`src/rtl/mult_div_unit.sv`:
```
// Iterative 32-bit multiply/divide unit (MULT, MULTU, DIV, DIVU) with a fixed 34-cycle latency.
// Results feed the HI/LO registers; done is their load enable.
module mult_div_unit (
   input  logic        CLK,
   input  logic        RST,
   input  logic        start,
   input  logic [1:0]  op,
   input  logic [31:0] srcA,
   input  logic [31:0] srcB,
   output logic        busy,
   output logic        done,
   output logic [31:0] hiOut,
   output logic [31:0] loOut,
   output logic        divByZero
);

   typedef enum logic [1:0] {IDLE, RUN, FIX} state_t;

   state_t      state_reg;
   logic [1:0]  op_reg;
   logic        a_neg_reg;
   logic        b_neg_reg;
   logic        b_zero_reg;
   logic [31:0] b_mag_reg;
   logic [31:0] acc_hi_reg;
   logic [31:0] acc_lo_reg;
   logic [4:0]  count_reg;

   logic        signed_in;
   logic [31:0] a_mag_in;
   logic [31:0] b_mag_in;
   logic [32:0] mul_sum;
   logic [32:0] div_shift;
   logic        div_ge;
   logic [31:0] div_diff;
   logic [63:0] prod_fix;
   logic [31:0] quot_fix;
   logic [31:0] rem_fix;

   // Both operations start from the same accumulator image: HI = 0, LO = |srcA|.
   always_comb begin
      signed_in = ~op[0];
      a_mag_in  = (signed_in && srcA[31]) ? (32'd0 - srcA) : srcA;
      b_mag_in  = (signed_in && srcB[31]) ? (32'd0 - srcB) : srcB;
   end

   // LO holds the multiplier (shifted out at bit 0) or the dividend/quotient (bit 31 out, quotient bit in).
   always_comb begin
      mul_sum   = {1'b0, acc_hi_reg} + (acc_lo_reg[0] ? {1'b0, b_mag_reg} : 33'd0);
      div_shift = {acc_hi_reg, acc_lo_reg[31]};
      div_ge    = (div_shift >= {1'b0, b_mag_reg});
      div_diff  = div_shift[31:0] - b_mag_reg;
   end

   always_comb begin
      prod_fix = {acc_hi_reg, acc_lo_reg};
      quot_fix = acc_lo_reg;
      rem_fix  = acc_hi_reg;
      if (a_neg_reg ^ b_neg_reg) begin
         prod_fix = 64'd0 - {acc_hi_reg, acc_lo_reg};
         quot_fix = 32'd0 - acc_lo_reg;
      end
      if (a_neg_reg)
         rem_fix = 32'd0 - acc_hi_reg;
   end

   always_ff @(posedge CLK or posedge RST) begin
      if (RST) begin
         state_reg  <= IDLE;
         op_reg     <= 2'd0;
         a_neg_reg  <= 1'b0;
         b_neg_reg  <= 1'b0;
         b_zero_reg <= 1'b0;
         b_mag_reg  <= 32'd0;
         acc_hi_reg <= 32'd0;
         acc_lo_reg <= 32'd0;
         count_reg  <= 5'd0;
         busy       <= 1'b0;
         done       <= 1'b0;
         hiOut      <= 32'd0;
         loOut      <= 32'd0;
         divByZero  <= 1'b0;
      end else begin
         done <= 1'b0;
         case (state_reg)
            IDLE: begin
               if (start) begin
                  op_reg     <= op;
                  a_neg_reg  <= signed_in & srcA[31];
                  b_neg_reg  <= signed_in & srcB[31];
                  b_zero_reg <= (srcB == 32'd0);
                  b_mag_reg  <= b_mag_in;
                  acc_hi_reg <= 32'd0;
                  acc_lo_reg <= a_mag_in;
                  count_reg  <= 5'd31;
                  busy       <= 1'b1;
                  state_reg  <= RUN;
               end
            end
            RUN: begin
               if (op_reg[1]) begin
                  acc_hi_reg <= div_ge ? div_diff : div_shift[31:0];
                  acc_lo_reg <= {acc_lo_reg[30:0], div_ge};
               end else begin
                  {acc_hi_reg, acc_lo_reg} <= {mul_sum, acc_lo_reg[31:1]};
               end
               if (count_reg == 5'd0)
                  state_reg <= FIX;
               else
                  count_reg <= count_reg - 5'd1;
            end
            FIX: begin
               // A zero divisor leaves |srcA| as remainder, so re-signing it restores srcA exactly.
               if (op_reg[1]) begin
                  hiOut     <= rem_fix;
                  loOut     <= b_zero_reg ? 32'hFFFF_FFFF : quot_fix;
                  divByZero <= b_zero_reg;
               end else begin
                  {hiOut, loOut} <= prod_fix;
                  divByZero      <= 1'b0;
               end
               busy      <= 1'b0;
               done      <= 1'b1;
               state_reg <= IDLE;
            end
            default: state_reg <= IDLE;
         endcase
      end
   end

endmodule
```
`config.mk`:
```
export PLATFORM = sky130hd
export DESIGN_NAME = mult_div_unit
export DESIGN_NICKNAME = d
export VERILOG_FILES = /design/src/rtl/mult_div_unit.sv
export SDC_FILE = /design/constraint.sdc
export NUM_CORES = 1
export LEC_CHECK = 0
export ABC_AREA = 1
export CORE_ASPECT_RATIO = 1.1
export CORE_UTILIZATION = 40
export CTS_CLUSTER_DIAMETER = 50
export DETAILED_ROUTE_END_ITERATION = 8
export MAX_ROUTING_LAYER = met4
export SETUP_SLACK_MARGIN = 0.02
export SLEW_MARGIN = 20
export SYNTH_ARGS = -nofsm -noshare
export SYNTH_HDL_FRONTEND = slang
export SYNTH_SLANG_ARGS = --single-unit
export TNS_END_PERCENT = 30
```
`constraint.sdc`:
```
create_clock -name CLK -period 5.9 [get_ports CLK]
set_input_delay 1.18 -clock CLK [delete_from_list [all_inputs] [get_ports CLK]]
set_output_delay 1.18 -clock CLK [all_outputs]
set_load 0.05 [all_outputs]
```
-- Yosys cells after proc, flatten, opt, wreduce, memory -nomap -nowiden
Cells that the tools add are included.
- bits in registers: 175
- bits in latches: 0
- RAM bits: 0
- memory bits (read-only): 0
- input bits: 69
- output and inout port bits: 67
- word-level logic and storage cells: 70
- memories: 0
- add/sub/neg operators: 8
- multiply operators: 0
- divide/modulo/power cells: 0
- $lt $le $gt $ge: 1
- eq/ne operators: 5
- shifts and indexed selects: 0
- muxes and demuxes: 26
- bitwise gates (word level): 4
- reduce and logical (&&, ||, !) cells: 12
- operators with widths (kind ; number):
    $mux 32 ; 13
    $pmux 32 s2 ; 2
    $sub 1x32->32 const A ; 4
    $mux 64 ; 1
    $sub 1x64->64 const A ; 1
    $add 32x32->33 ; 1
    $ge 33x32->1 ; 1
    $logic_not 32->1 ; 1
    $sub 32x32->32 ; 1
    $mux 5 ; 2
    $pmux 5 s2 ; 1
    $reduce_and 2->1 ; 4
    $ne 2x2->1 const B ; 3
    $logic_not 5->1 ; 1
    $sub 5x1->5 const B ; 1
    $mux 2 ; 2
    $pmux 2 s2 ; 1
    $reduce_bool 2->1 ; 2
    $mux 1 ; 3
    $reduce_and 3->1 ; 1
    $and 1x1->1 ; 2
    $eq 2x1->1 const B ; 1
    $eq 2x2->1 const B ; 1
    $logic_and 1x1->1 ; 2
    other kinds (4) ; 4

-- Logic depth before layout (Yosys ltp)
Gate-level depths: netlist of the first run.
- word-level depth: 5
- depth in mapped cells: 20
- gate-level depth less buffers: 18

-- Least setup slack after synthesis of the first run
OpenSTA, ideal clock, no wires.
- path type: input to register
- from: in srcB[1]
- to: reg b_mag_reg[26]
- setup time: 131 ps
- data arrival time: 2494 ps
- data required time: 5769 ps
- slack: 3275 ps
- stages: 12
- buffers on the path: 0
- path through: inv_1 -> ha_1 -> inv_1 -> nor3_2 -> nand4_1 -> nand2b_1 -> nand2_1 -> nand2_1 -> inv_1 -> nand3_1 -> nand3_1 -> o21ai_0
- word-level cells in the longest chain between the ends: 2
- ends and longest elaborated chain (element ; line ; text):
    start, declared ; 9 ; input logic [31:0] srcB,
    $sub 1x32->32 ; 44 ; b_mag_in = (signed_in && srcB[31]) ? (32'd0 - srcB) : srcB;
    $mux 32 ; 44 ;
    end signal, assigned ; 92 ; b_mag_reg <= b_mag_in;
    end, declared ; 24 ; logic [31:0] b_mag_reg;
Every way passes these cells.
A chain may end at the register's enable or synchronous reset.

-- Final worst setup path of the first run
- from: reg acc_hi_reg[23]
- to: reg acc_hi_reg[22]
- word-level cells in the longest chain between the ends: 4
- elaborated cells on any way between the ends: 5
- those cells by class: 1 x add/sub; 1 x order compare; 3 x mux
- ends and longest elaborated chain (element ; line ; text):
    start, declared ; 25 ; logic [31:0] acc_hi_reg;
    start signal, assigned ; 102 ; acc_hi_reg <= div_ge ? div_diff : div_shift[31:0];
    start signal, assigned ; 105 ; {acc_hi_reg, acc_lo_reg} <= {mul_sum, acc_lo_reg[31:1]};
    $ge 33x32->1 ; 51 ; div_ge = (div_shift >= {1'b0, b_mag_reg});
    $mux 32 ; 102 ;
    $mux 32 (*) ; 101 ; if (op_reg[1]) begin
    $pmux 32 s2 (*) ; 85 ; case (state_reg)
Every way passes the cells marked *; elsewhere a longest branch is shown, timed or not.

==> flow_summary.toml, run 1 <==
[status]
status = "finished clean"

[timing]
period_minus_slack_ns = 3.262
fin_crit_sh_pct = 55.29
setup_violations = 0
hold_viol = 0
worst_pin_slew_ns = 0.9932
max_slew_margin_pct = 33.71
fmax_mhz = 306.6
finalClockSkew_ns = 0.01652
rsz0062_at_grt = "false"
maxSlewViolCount = 0
setup-tns-final_ns = 0

[worst_setup_path]
critPathArrivalTime_ns = 3.64
end_kind = "flop"
required_ns = 6.28
critPathMaxStageDelay_ns = 0.66
r2r_slack_ns = 2.64
crit_top_cell = "nand2_1"
worstReg2RegEnd = "acc_hi_reg[22]"
r2r-start = "acc_hi_reg[23]"
reg2reg_depth = 15
critPathMaxFanout = 34
crit_slowest_cell = "dfrtp_1"
critical_path_class = "flop to flop"
path_cells = "ha_1, nand2_1, inv_1, nand2_1, nand2_1, inv_1, nand2_1, nand2_1, nand2_1, nor2_4, nand2_8, nor2_4, nand2_1, nand3b_1, nand2_1"
crit_path_start_kind = "flop"

[logic_synthesis]
synthCells = 2834
synth_top_family_by_area = "simple AND/OR/NAND/NOR gates"
synth_fp_nets = 2975
yosysWarnings = 0
synth_area_per_cell_um2 = 5.961
synth.distinct_cells = 46
synth-edff-count = 0
synth_compound_area_share_pct = 12.55
synthSimpleGateAreaFrac_pct = 40.00
synthXorXnorAreaFrac_pct = 3.889
synth_fa_ha_area_share_pct = 5.422
syn_area_um2 = 16890
synth_ff_type = "dfrtp_1"
ys_seq_area_share_pct = 25.78
synth_mux_area_share_pct = 0
synth-async-reset-ratio_pct = 100.0
synth-seq-cells = 174

[grt]
grt_first_pass_wirelength_mm = 104.3
grt_use_total_pct = 33.23
grt-ovfl-total = 0
antenna_found_initial = 1
grt_max_degree = 113
first_global_vias = 17590

[detailed_routing]
vias = 18730
firstDrtPassIters = 6
drcViolationCount = 0
wl_per_cell_um = 19.64
drt_iter0_drc = 1670
vias_per_cell = 5.354
postRouteAntennaNets = 0
wirelength_mm = 68.69

[finish]
finalNetCount = 3064
area_growth_pct = 14.70
layout-drive-gt1-share_pct = 3.849
fin_cells = 3498
n_fill_cell = 4496

[cts]
ctsResizeCount = 0
insertion_delay_ns = 0.49
cts_num_sinks = 174
clkTransAtPathRegs_ns = 0.08
post-cts-setup-buffers = 0
postCtsHoldBufs = 0
htreeDepth = 4
cts_tree = "yes"
clockBufferDepth = 2
root_buffer = "clkbuf_16"
cts_buffers = 17

[worst_hold_path]
min-delay-start = "hiOut[14]"
hold_depth = 2
holdPathEnd = "hiOut[14]"
hp-class = "flop to flop"

[placed_design]
dp_hpwl_mm = 55.34
gp_congestion = 1.028
placed_cells = 3464
io_buffers = 135

[floorplanning]
die_x_um = 197.9
core_um2 = 41480
io_pins = 136
die_h_um = 217.5
rows = 78
initial_utilization_pct = 40.73
die_area_um2 = 43060

[flow_run]
max_cap_violations = 0
-- kinds of logic (layout without fill, tap and decap cells) --
family                   Yosys count  in the layout
AND/OR/NAND/NOR                 1583           1583
buffers and inverters            538            640
AO/OA/AOI/OAI                    392            392
flip-flops                       174            174
XOR/XNOR                          75             75
adder cells (fa/ha/maj)           72             72
other                              0              2
-- worst max-delay path, delay by kind of cell (launching register included) --
kind	cells	cell delay (ns)
buffers and inverters	2	0.10
adder cells (fa/ha/maj)	1	0.39
AND/OR/NAND/NOR	12	1.99
flip-flops	1	0.66
-- worst max path at each step --
stage / from / endpoint
after floorplan: RST / a_neg_reg
after global placement: op[0] / acc_lo_reg[28]
after detailed placement: srcB[0] / b_mag_reg[26]
after CTS: acc_hi_reg[18] / acc_hi_reg[22]
after global routing: acc_hi_reg[23] / acc_hi_reg[0]
final: acc_hi_reg[23] / acc_hi_reg[22]
-- stage by stage --
stage | hold WS, ns | utilization, % | setup WS (ns) | area [um^2]
finish | 0.4801 | 46.71 | 2.638 | 19380
global route | 0.4968 | 46.71 | 2.438 | 19380
CTS | 0.4857 | 46.70 | 2.654 | 19370
detailed placement | 0.4653 | 45.21 | 2.455 | 18750
global placement | 0.4617 | 45.21 | 2.526 | 18750
floorplan | 0.4484 | - | 2.495 | 16900
-- per-layer routing --
layer  track usage (%)  routed length [um]  vias to the layer above
met5                 -                   0                        -
met4             11.78                2235                        0
met3             4.640                4060                      102
met2             52.83               31430                      708
met1             42.98               30960                     8701
li1                  -                   -                     9219
-- final cells by class --
type | count | area (um^2) | share of cell area (%)
clock inverters | 15 | 195.2 | 1.007
well taps | 560 | 700.7 | 3.616
inverters | 453 | 1709 | 8.821
repair buffers | 155 | 1514 | 7.813
diodes | 2 | 5.005 | 0.02583
multi-input cells | 2122 | 10470 | 54.04
clock buffers | 17 | 425.4 | 2.196
flip-flops and latches | 174 | 4355 | 22.48
-- cells in the mapped netlist, drive strengths merged (2+ instances only) --
cell type	count	area (um^2)
clkinv	3	16.27
a21boi	2	15.01
and3	2	12.51
and2	6	37.54
o21ai	170	862.1
nand4	45	281.5
dfrtp	174	4354
inv	450	1689
nand2	875	3316
nand3	279	1434
a21o	6	45.04
ha	70	875.8
xnor2	27	236.5
o22ai	11	68.82
clkbuf	55	206.5
a31oi	27	168.9
o21bai	15	112.6
nor4	10	62.56
a22oi	8	60.06
buf	30	177.7
fa	2	40.04
nand3b	22	165.2
a21oi	145	725.7
or2	10	62.56
nor3	36	195.2
o211ai	6	45.04
nor2	296	1176
xor2	48	420.4
-- cell usage in the layout, fill, tap and decap left out, types with 7 or more instances in the layout --
cell type / n
inv_2: 7
xnor2_1: 27
nor2_2: 17
o22ai_1: 11
nand3b_1: 22
xor2_1: 48
clkbuf_16: 17
nand4_1: 45
a21oi_1: 145
ha_1: 70
o21bai_1: 15
nand2_1: 868
inv_1: 442
or2_2: 9
nand3_1: 273
a22oi_1: 8
nor2_1: 273
clkdlybuf4s50_1: 135
nor3_1: 33
a31oi_1: 27
nor4_1: 10
o21ai_1: 10
dfrtp_1: 173
o21ai_0: 157
buf_4: 19
Power of run 1 is left out: the tool's default activity adds up to more than one toggle a clock period on the data nets, which glitch-free logic cannot reach.
==> run 2, diff against run 1 <==
==> constraint.sdc (replaced) <==
create_clock -name CLK -period 2.8 [get_ports CLK]
set_input_delay 0.56 -clock CLK [delete_from_list [all_inputs] [get_ports CLK]]
set_output_delay 0.56 -clock CLK [all_outputs]
set_load 0.05 [all_outputs]
==> run 2 against run 1 <==
Compared with the run above: non-clock buffer count up 116; largest cell class unchanged; highest routed layer unchanged; wire length up 4.4%; global-route usage grew 2.0 points.
==> flow_summary.toml, run 2 (same netlist as run 1, synthesis figures left out) <==
[status]
status = "finished clean"

[detailed_routing]
postRouteAntennaNets = 0
wl_per_cell_um = 19.85
wirelength_mm = 71.72
drt_iter0_drc = 1604
firstDrtPassIters = 5
vias = 19160
drcViolationCount = 0
vias_per_cell = 5.302

[grt]
first_global_vias = 18560
grt-ovfl-total = 0
grt_first_pass_wirelength_mm = 109.3
antenna_found_initial = 0
grt_max_degree = 106
grt_use_total_pct = 35.21

[timing]
setup-tns-final_ns = 0
finalClockSkew_ns = 0.01603
period_minus_slack_ns = 2.687
hold_viol = 0
rsz0062_at_grt = "false"
fmax_mhz = 372.1
max_slew_margin_pct = 36.50
fin_crit_sh_pct = 95.98
setup_violations = 0
worst_pin_slew_ns = 0.9514
maxSlewViolCount = 0
setup_slack_ns = 0.1125

[worst_setup_path]
critical_path_class = "flop to flop"
critPathMaxStageDelay_ns = 0.47
crit_slowest_cell = "dfrtp_1"
critPathArrivalTime_ns = 3.06
critPathMaxFanout = 12
crit_top_cell = "nand2_1"
end_kind = "flop"
crit_path_start_kind = "flop"
cp_top_family = "simple AND/OR/NAND/NOR gates"
required_ns = 3.17
path_cells = "ha_1, nand2_1, nor2_4, nand2_1, nor2_1, nand2_1, nor2_2, nor2_4, nand2_8, buf_4, o21ai_2, a22oi_2"
crit_buf_inv = 1

[floorplanning]
die_x_um = 197.9
io_pins = 136
initial_utilization_pct = 40.73
rows = 78
die_area_um2 = 43060
core_um2 = 41480
die_h_um = 217.5

[finish]
n_fill_cell = 4445
final_common_cell = "nand2_1"
finalNetCount = 3181
final_util_pct = 49.19
multi_input_area_um2 = 10520
final_cell_mix = "nand2_1 (868), inv_1 (442), nand3_1 (273)"
area_growth_pct = 20.78
diodes = 0
seqCellArea_um2 = 4358
layout-drive-gt1-share_pct = 7.927
design_area_um2 = 20400

[power]
ir_drop_mv = 0.6142
power_density_nw_per_um2 = 1522
leakage_nw = 10.67

[placed_design]
dp_slack_ns = -0.2992
gp_congestion = 1.030
io_buffers = 135
dp_hpwl_mm = 58.67
dpl-instance-area_um2 = 19680

[cts]
cts_tree = "yes"
htreeDepth = 4
postCtsHoldBufs = 0
cts_num_sinks = 174
clkTransAtPathRegs_ns = 0.08
clockBufferDepth = 2
insertion_delay_ns = 0.51
root_buffer = "clkbuf_16"
cts_buffers = 17

[worst_hold_path]
hp-class = "flop to flop"

[flow_run]
max_cap_violations = 0
-- run 2: cell count changes in the layout (fill, tap and decap cells not counted), sizes merged --
cell | previous run | this run
buf | 20 | 136
diode | 2 | 0
bufinv | 1 | 2
clkinv | 11 | 10
nand2 | 875 | 876
-- run 2: timing repair --
action / 4_1_cts / 5_1_grt
cloned: 1 / 0
setup buffers: 0 / 1
pin swaps: 2 / 2
endpoints found under the setup margin: 1 / 18
gates resized for setup: 6 / 8
-- run 2: worst register-to-register path, stage by stage (launching register included) --
cell and delay [ns]:
dfrtp_1 0.47, ha_1 0.40, nand2_1 0.18, nor2_4 0.18, nand2_1 0.06, nor2_1 0.18
nand2_1 0.09, nor2_2 0.16, nor2_4 0.08, nand2_8 0.17, buf_4 0.15, o21ai_2 0.07
a22oi_2 0.35
-- run 2: worst paths after layout --
check | start | endpoint | slack (ns) | cells past startpoint
max in group asynchronous | RST | b_mag_reg[30] | 1.66 | 3
min in group asynchronous | RST | hiOut[2] | 0.51 | 3
worst min-delay path | hiOut[26] | hiOut[26] | 0.48 | 2
worst min register to register | hiOut[26] | hiOut[26] | 0.48 | 2
worst max register to register | acc_hi_reg[5] | acc_lo_reg[0] | 0.11 | 12
worst max-delay path | acc_hi_reg[5] | acc_lo_reg[0] | 0.11 | 12
-- run 2: final cells by class --
cell class                 instances  area share, %
multi-input combinational       2123          51.58
clock inverter                    15          1.165
inverter                         453          8.377
tap                              560          3.434
timing repair buffer             271          12.00
clock buffer                      17          2.085
sequential                       174          21.36
-- run 2: report_power, final --
| part | internal, mW | switching (mW) |
|---|---|---|
| Sequential | 3.78 | 1.20 |
| Combinational | 7.92 | 15.4 |
| Clock | 1.39 | 1.36 |
| Total | 13.1 | 18.0 |
-- run 2: metrics by stage --
step	hold slack [ns]	cells	total power [mW]
2_1_floorplan	0.4484	2834	19.52
3_3_place_gp	0.4548	3579	27.62
3_5_place_dp	0.4649	3579	27.80
4_1_cts	0.4851	3612	30.75
5_1_grt	0.4978	3613	33.64
6_report	0.4771	3613	31.06
-- run 2: layer usage --
| metal | vias up | GRT usage [%] | share of wire (%) |
|---|---|---|---|
| met5 | - | - | 0 |
| met4 | 0 | 16.87 | 4.8 |
| met3 | 141 | 5.227 | 5.1 |
| met2 | 680 | 55.32 | 46 |
| met1 | 8879 | 44.25 | 44 |
| li1 | 9456 | - | - |
Power figures use the tool's default switching activity.
==> run 3, diff against run 2 <==
--- a/config.mk
+++ b/config.mk
@@ -10,6 +10,7 @@
 export CORE_UTILIZATION = 40
 export CTS_CLUSTER_DIAMETER = 50
 export DETAILED_ROUTE_END_ITERATION = 8
+export GPL_TIMING_DRIVEN = 1
 export MAX_ROUTING_LAYER = met4
 export SETUP_SLACK_MARGIN = 0.02
 export SLEW_MARGIN = 20
==> results of run 3 <==
Final layout, timing and power as in run 2 (identical DEF).
==> RTL change 1 (settings of run 2) <==
Re-encode `state_t` (3 states) as one-hot, 3 bits wide.
--- a/src/rtl/mult_div_unit.sv
+++ b/src/rtl/mult_div_unit.sv
@@ -15,5 +15,5 @@
 );
 
-   typedef enum logic [1:0] {IDLE, RUN, FIX} state_t;
+   typedef enum logic [2:0] {IDLE = 3'b001, RUN = 3'b010, FIX = 3'b100} state_t;
 
    state_t      state_reg;
Check against the original RTL: no difference found for any inputs over 10 cycles, from zero or initial values and one cycle with RST high; not proved beyond that.
==> RTL change 1 against run 2 <==
  * Wire length fell by 0.37%
  * Synthesized area grew 1.7%
  * Setup slack better by 0.050 ns
  * Sequential cell count grew 1
  * Sequential share of layout area is 0.37 points lower
  * Cell area is 2.3% higher
  * Power shrank 22%
  * Global-route usage decreased by 1.0 points
  * Largest cell class unchanged
  * Highest routed layer unchanged
==> RTL change 1: results (changes against run 2) <==
status=complete, no violations; pre-CTS setup slack=-0.1874 ns (+0.1117 ns); Setup Skew=0.01779 ns (+0.001766 ns); worst r2r src=b_mag_reg[27]$_DFFE_PP0P_; largest net degree at the start of global routing=84 (-21%); final hold slack=0.3929 ns (-0.08421 ns); Clock Latency Late Sink=0.51 ns (about the same); HP Class=in2async; placed cell area=20,220 µm² (+2.8%); Clk pwr share=0.108 (+0.019); Pleak=11.21 nW (+5.1%); CP max stage delay=0.41 ns (-0.06 ns); antenna violations before repair=0 (unchanged); Final HPWL DP=58,460 µm (-0.36%); Max IR drop VDD=527.5 µV (-14%); worst-margin pin slew=0.7442 ns (-0.2072 ns); top_reg_cell synth=dfrtp_1; syn_nets=3,017 (+1.4%); worst r2r dst=acc_hi_reg[29]$_DFFE_PP0P_; largest cells by area after synthesis=dfrtp_1, nand2_1, inv_1; vias in the first global route=18,220 (-1.8%); critical path data arrival time=3.03 ns (-0.03 ns); DRT iter0 DRCs=1,648 (+2.7%); H-tree depth=4 (unchanged); share of layout cells above drive strength 1=0.08919 (+0.009928); clock transition at the registers of the reported paths=0.08 ns (about the same); fin nets=3,256 (+2.4%); dpl cells=3,661 (+2.3%); Seq/Total Area, Yosys=0.2550 (-0.002751); depth of the worst register-to-register path=15 (+3); fin crit period=2.638 ns (-0.04990 ns); first-pass GRT wire length=107,800 µm (-1.4%); post-synth cell types=54 (+17%); CP top delay family=simple AND/OR/NAND/NOR gates; # fillers=4,619 (+3.9%); Mean Syn Cell Area=5.973 µm² (+0.20%); Comb pwr share=0.723 (-0.028); Sw Pwr=13.58 mW (-24%); Placer Congestion=1.006 (-2.3%); r2r setup slk=0.16 ns (+0.05 ns); ant diodes=0 (unchanged); routed vias=19,430 (+1.4%); gr usage total=0.3422 (-0.009988); Clk power=2.61 mW (-5%); commonest cells in the netlist=nand2_1, inv_1, nor2_1, nand3_1, dfrtp_1; wire per inst=19.34 µm (-2.6%); Critical Path Fanout Max=5 (-7); Max clock buf depth=2 (unchanged); non-filler cells, final=3,695 (+2.3%); TritonRoute pass-1 iters=6 (+1)
[RTL change 1: cell type report]
cell class,instances,area (µm²),share of cell area
multi-input cells,2165,10750,0.5150
flip-flops and latches,175,4382,0.2099
repair buffers,304,2720,0.1303
clock buffers,19,442.9,0.02122
inverters,452,1700,0.08147
well taps,567,709.4,0.03399
clock inverters,13,168.9,0.008093
[RTL change 1: worst max path at each step]
stage / startpoint / cells past startpoint / slack, ns / end
floorplan: RST / 1 / 0.002 / a_neg_reg$_DFFE_PP0P_
global placement: srcA[1] / 13 / -0.20 / acc_lo_reg[30]$_DFFE_PP0P_
detailed placement: srcA[0] / 13 / -0.19 / acc_lo_reg[30]$_DFFE_PP0P_
CTS: acc_lo_reg[31]$_DFFE_PP0P_ / 15 / 0.13 / acc_hi_reg[19]$_DFFE_PP0P_
global route: acc_lo_reg[31]$_DFFE_PP0P_ / 16 / 0.007 / acc_hi_reg[22]$_DFFE_PP0P_
finish: b_mag_reg[27]$_DFFE_PP0P_ / 15 / 0.16 / acc_hi_reg[29]$_DFFE_PP0P_
[RTL change 1: timing repair]
action,in CTS,in global routing
setup buffers,0,1
resized for setup,1,1
pin swaps,0,2
gates cloned,0,1
endpoints found under the setup margin,1,19
[RTL change 1: layer usage]
layer / wire length (µm) / global-route usage / vias up
met2: 31890 / 0.5211 / 709
met1: 32820 / 0.4641 / 9059
met3: 4646 / 0.05010 / 92
li1: - / - / 9571
met5: 0 / - / -
met4: 2091 / 0.1071 / 0
[RTL change 1: logic make-up after synthesis]
group / count (synthesis) / share of synthesized area
AOI/OAI and AO/OA: 327 / 0.1071
adders and majority gates: 72 / 0.05332
buffers and inverters: 537 / 0.1213
DFF: 175 / 0.2550
and+or+nand+nor: 1677 / 0.4184
xor gates and xnor gates: 88 / 0.04487
==> RTL change 2 (config.mk and constraints of run 2) <==
Made on the original files. Put one more register stage on the output `loOut`, with the module's reset. The value now appears one clock later. The other outputs are not delayed to match.
--- a/src/rtl/mult_div_unit.sv
+++ b/src/rtl/mult_div_unit.sv
@@ -16,4 +16,6 @@
 
    typedef enum logic [1:0] {IDLE, RUN, FIX} state_t;
+
+   logic [31:0] loOut_s0;
 
    state_t      state_reg;
@@ -79,5 +81,5 @@
          done       <= 1'b0;
          hiOut      <= 32'd0;
-         loOut      <= 32'd0;
+         loOut_s0   <= 32'd0;
          divByZero  <= 1'b0;
       end else begin
@@ -114,8 +116,8 @@
                if (op_reg[1]) begin
                   hiOut     <= rem_fix;
-                  loOut     <= b_zero_reg ? 32'hFFFF_FFFF : quot_fix;
+                  loOut_s0  <= b_zero_reg ? 32'hFFFF_FFFF : quot_fix;
                   divByZero <= b_zero_reg;
                end else begin
-                  {hiOut, loOut} <= prod_fix;
+                  {hiOut, loOut_s0} <= prod_fix;
                   divByZero      <= 1'b0;
                end
@@ -129,3 +131,11 @@
    end
 
+   always_ff @(posedge CLK or posedge RST) begin
+      if (RST) begin
+         loOut <= '0;
+      end else begin
+         loOut <= loOut_s0;
+      end
+   end
+
 endmodule
Function: same outputs for any inputs over 10 cycles, from zero or initial values and one cycle with RST high; that may be too few to reach the edited logic, so the function may still have changed.
==> RTL change 2 against run 2 <==
  * Wire length grew 3.3%
  * Cell area grew 8.3%
  * Via count increased by 4.0%
  * Sequential power up 4.4%
  * Worst hold slack got worse by 0.12 ns
  * Power is 2.5% higher
  * Setup slack worse by 0.014 ns
  * Critical path depth grew 5
  * Synthesized area grew 6.0%
  * First-iteration DRC count decreased by 0.37%
  * Synthesized cell count rose by 2.8%
  * Sequential cell count increased by 32
  * Critical path type unchanged
==> RTL change 2: results (changes against run 2) <==
largest cells by area after synthesis=dfrtp_1, nand2_1, inv_1; Post-Synth XOR/XNOR Area=0.03816 (-0.0007309); gr usage total=0.3366 (-0.01552); post_cts resized=0 (-6); Sw Pwr=17.41 mW (-3.2%); pre-CTS setup slack=-0.1624 ns (+0.1367 ns); Seq group=5.20 mW (+4.4%); Post-Synth Adder-Cell Area=0.05115 (-0.003065); storage element area=5156 µm² (+18%); Max clock buf depth=3 (+1); fin nets=3,303 (+3.8%); first-pass GRT wire length=113,300 µm (+3.6%); clock sinks=206 (+18%); Int Power=14.44 mW (+10%); worst r2r dst=acc_hi_reg[30]$_DFFE_PP0P_; Inverters=465 (+2.6%); buffering overhead=0.1266 (+0.006651); status=complete, no violations; H-tree depth=1 (-3); Pleak=11.38 nW (+6.7%); Final HPWL DP=61,000 µm (+4.0%); routed vias=19,920 (+4.0%); Seq/Total Area, Yosys=0.2879 (+0.03015); commonest cells in the netlist=nand2_1, inv_1, nor2_1, nand3_1, dfrtp_1; vias in the first global route=19,230 (+3.6%); Final Cycle Share=0.9648 (+0.005022); bufs w/o clock=306 (+13%); Setup Skew=0.01096 ns (-0.005070 ns); Crit. Startpoint=acc_lo_reg[0]$_DFFE_PP0P_; comb_multi_in=2,154 (+1.5%); DRT iter0 DRCs=1,598 (-0.37%); total CTS buffers=29 (+12); Compound-Gate Fraction of Synth Area=0.1241 (-0.001363); layout clock buffer count=35 (+18); placed cell area=21,040 µm² (+6.9%)
[RTL change 2: cell types whose count changed after synthesis, moves of 9 or more]
cell | run 2 | this run
dfrtp_1 | 174 | 206
inv_1 | 444 | 453
nand2_2 | 6 | 15
nand3_1 | 273 | 262
nor2_1 | 276 | 304
o21ai_1 | 10 | 27
xor2_1 | 48 | 57
[RTL change 2: stage by stage]
stage | utilization | instances | hold WS [ns]
4_1_cts | 0.5039 | 3758 | 0.3548
5_1_grt | 0.5052 | 3758 | 0.3837
6_report | 0.5052 | 3758 | 0.3546
3_3_place_gp | 0.4810 | 3705 | 0.3611
3_5_place_dp | 0.4810 | 3705 | 0.3591
2_1_floorplan | - | 2912 | 0.3488
[RTL change 2: routing by layer]
metal  track usage  share of wire  up-vias
met4        0.1041          0.033        0
met2        0.5337           0.46      715
li1              -              -     9767
met5             -              0        -
met1        0.4548           0.45     9317
met3       0.02677          0.061      124
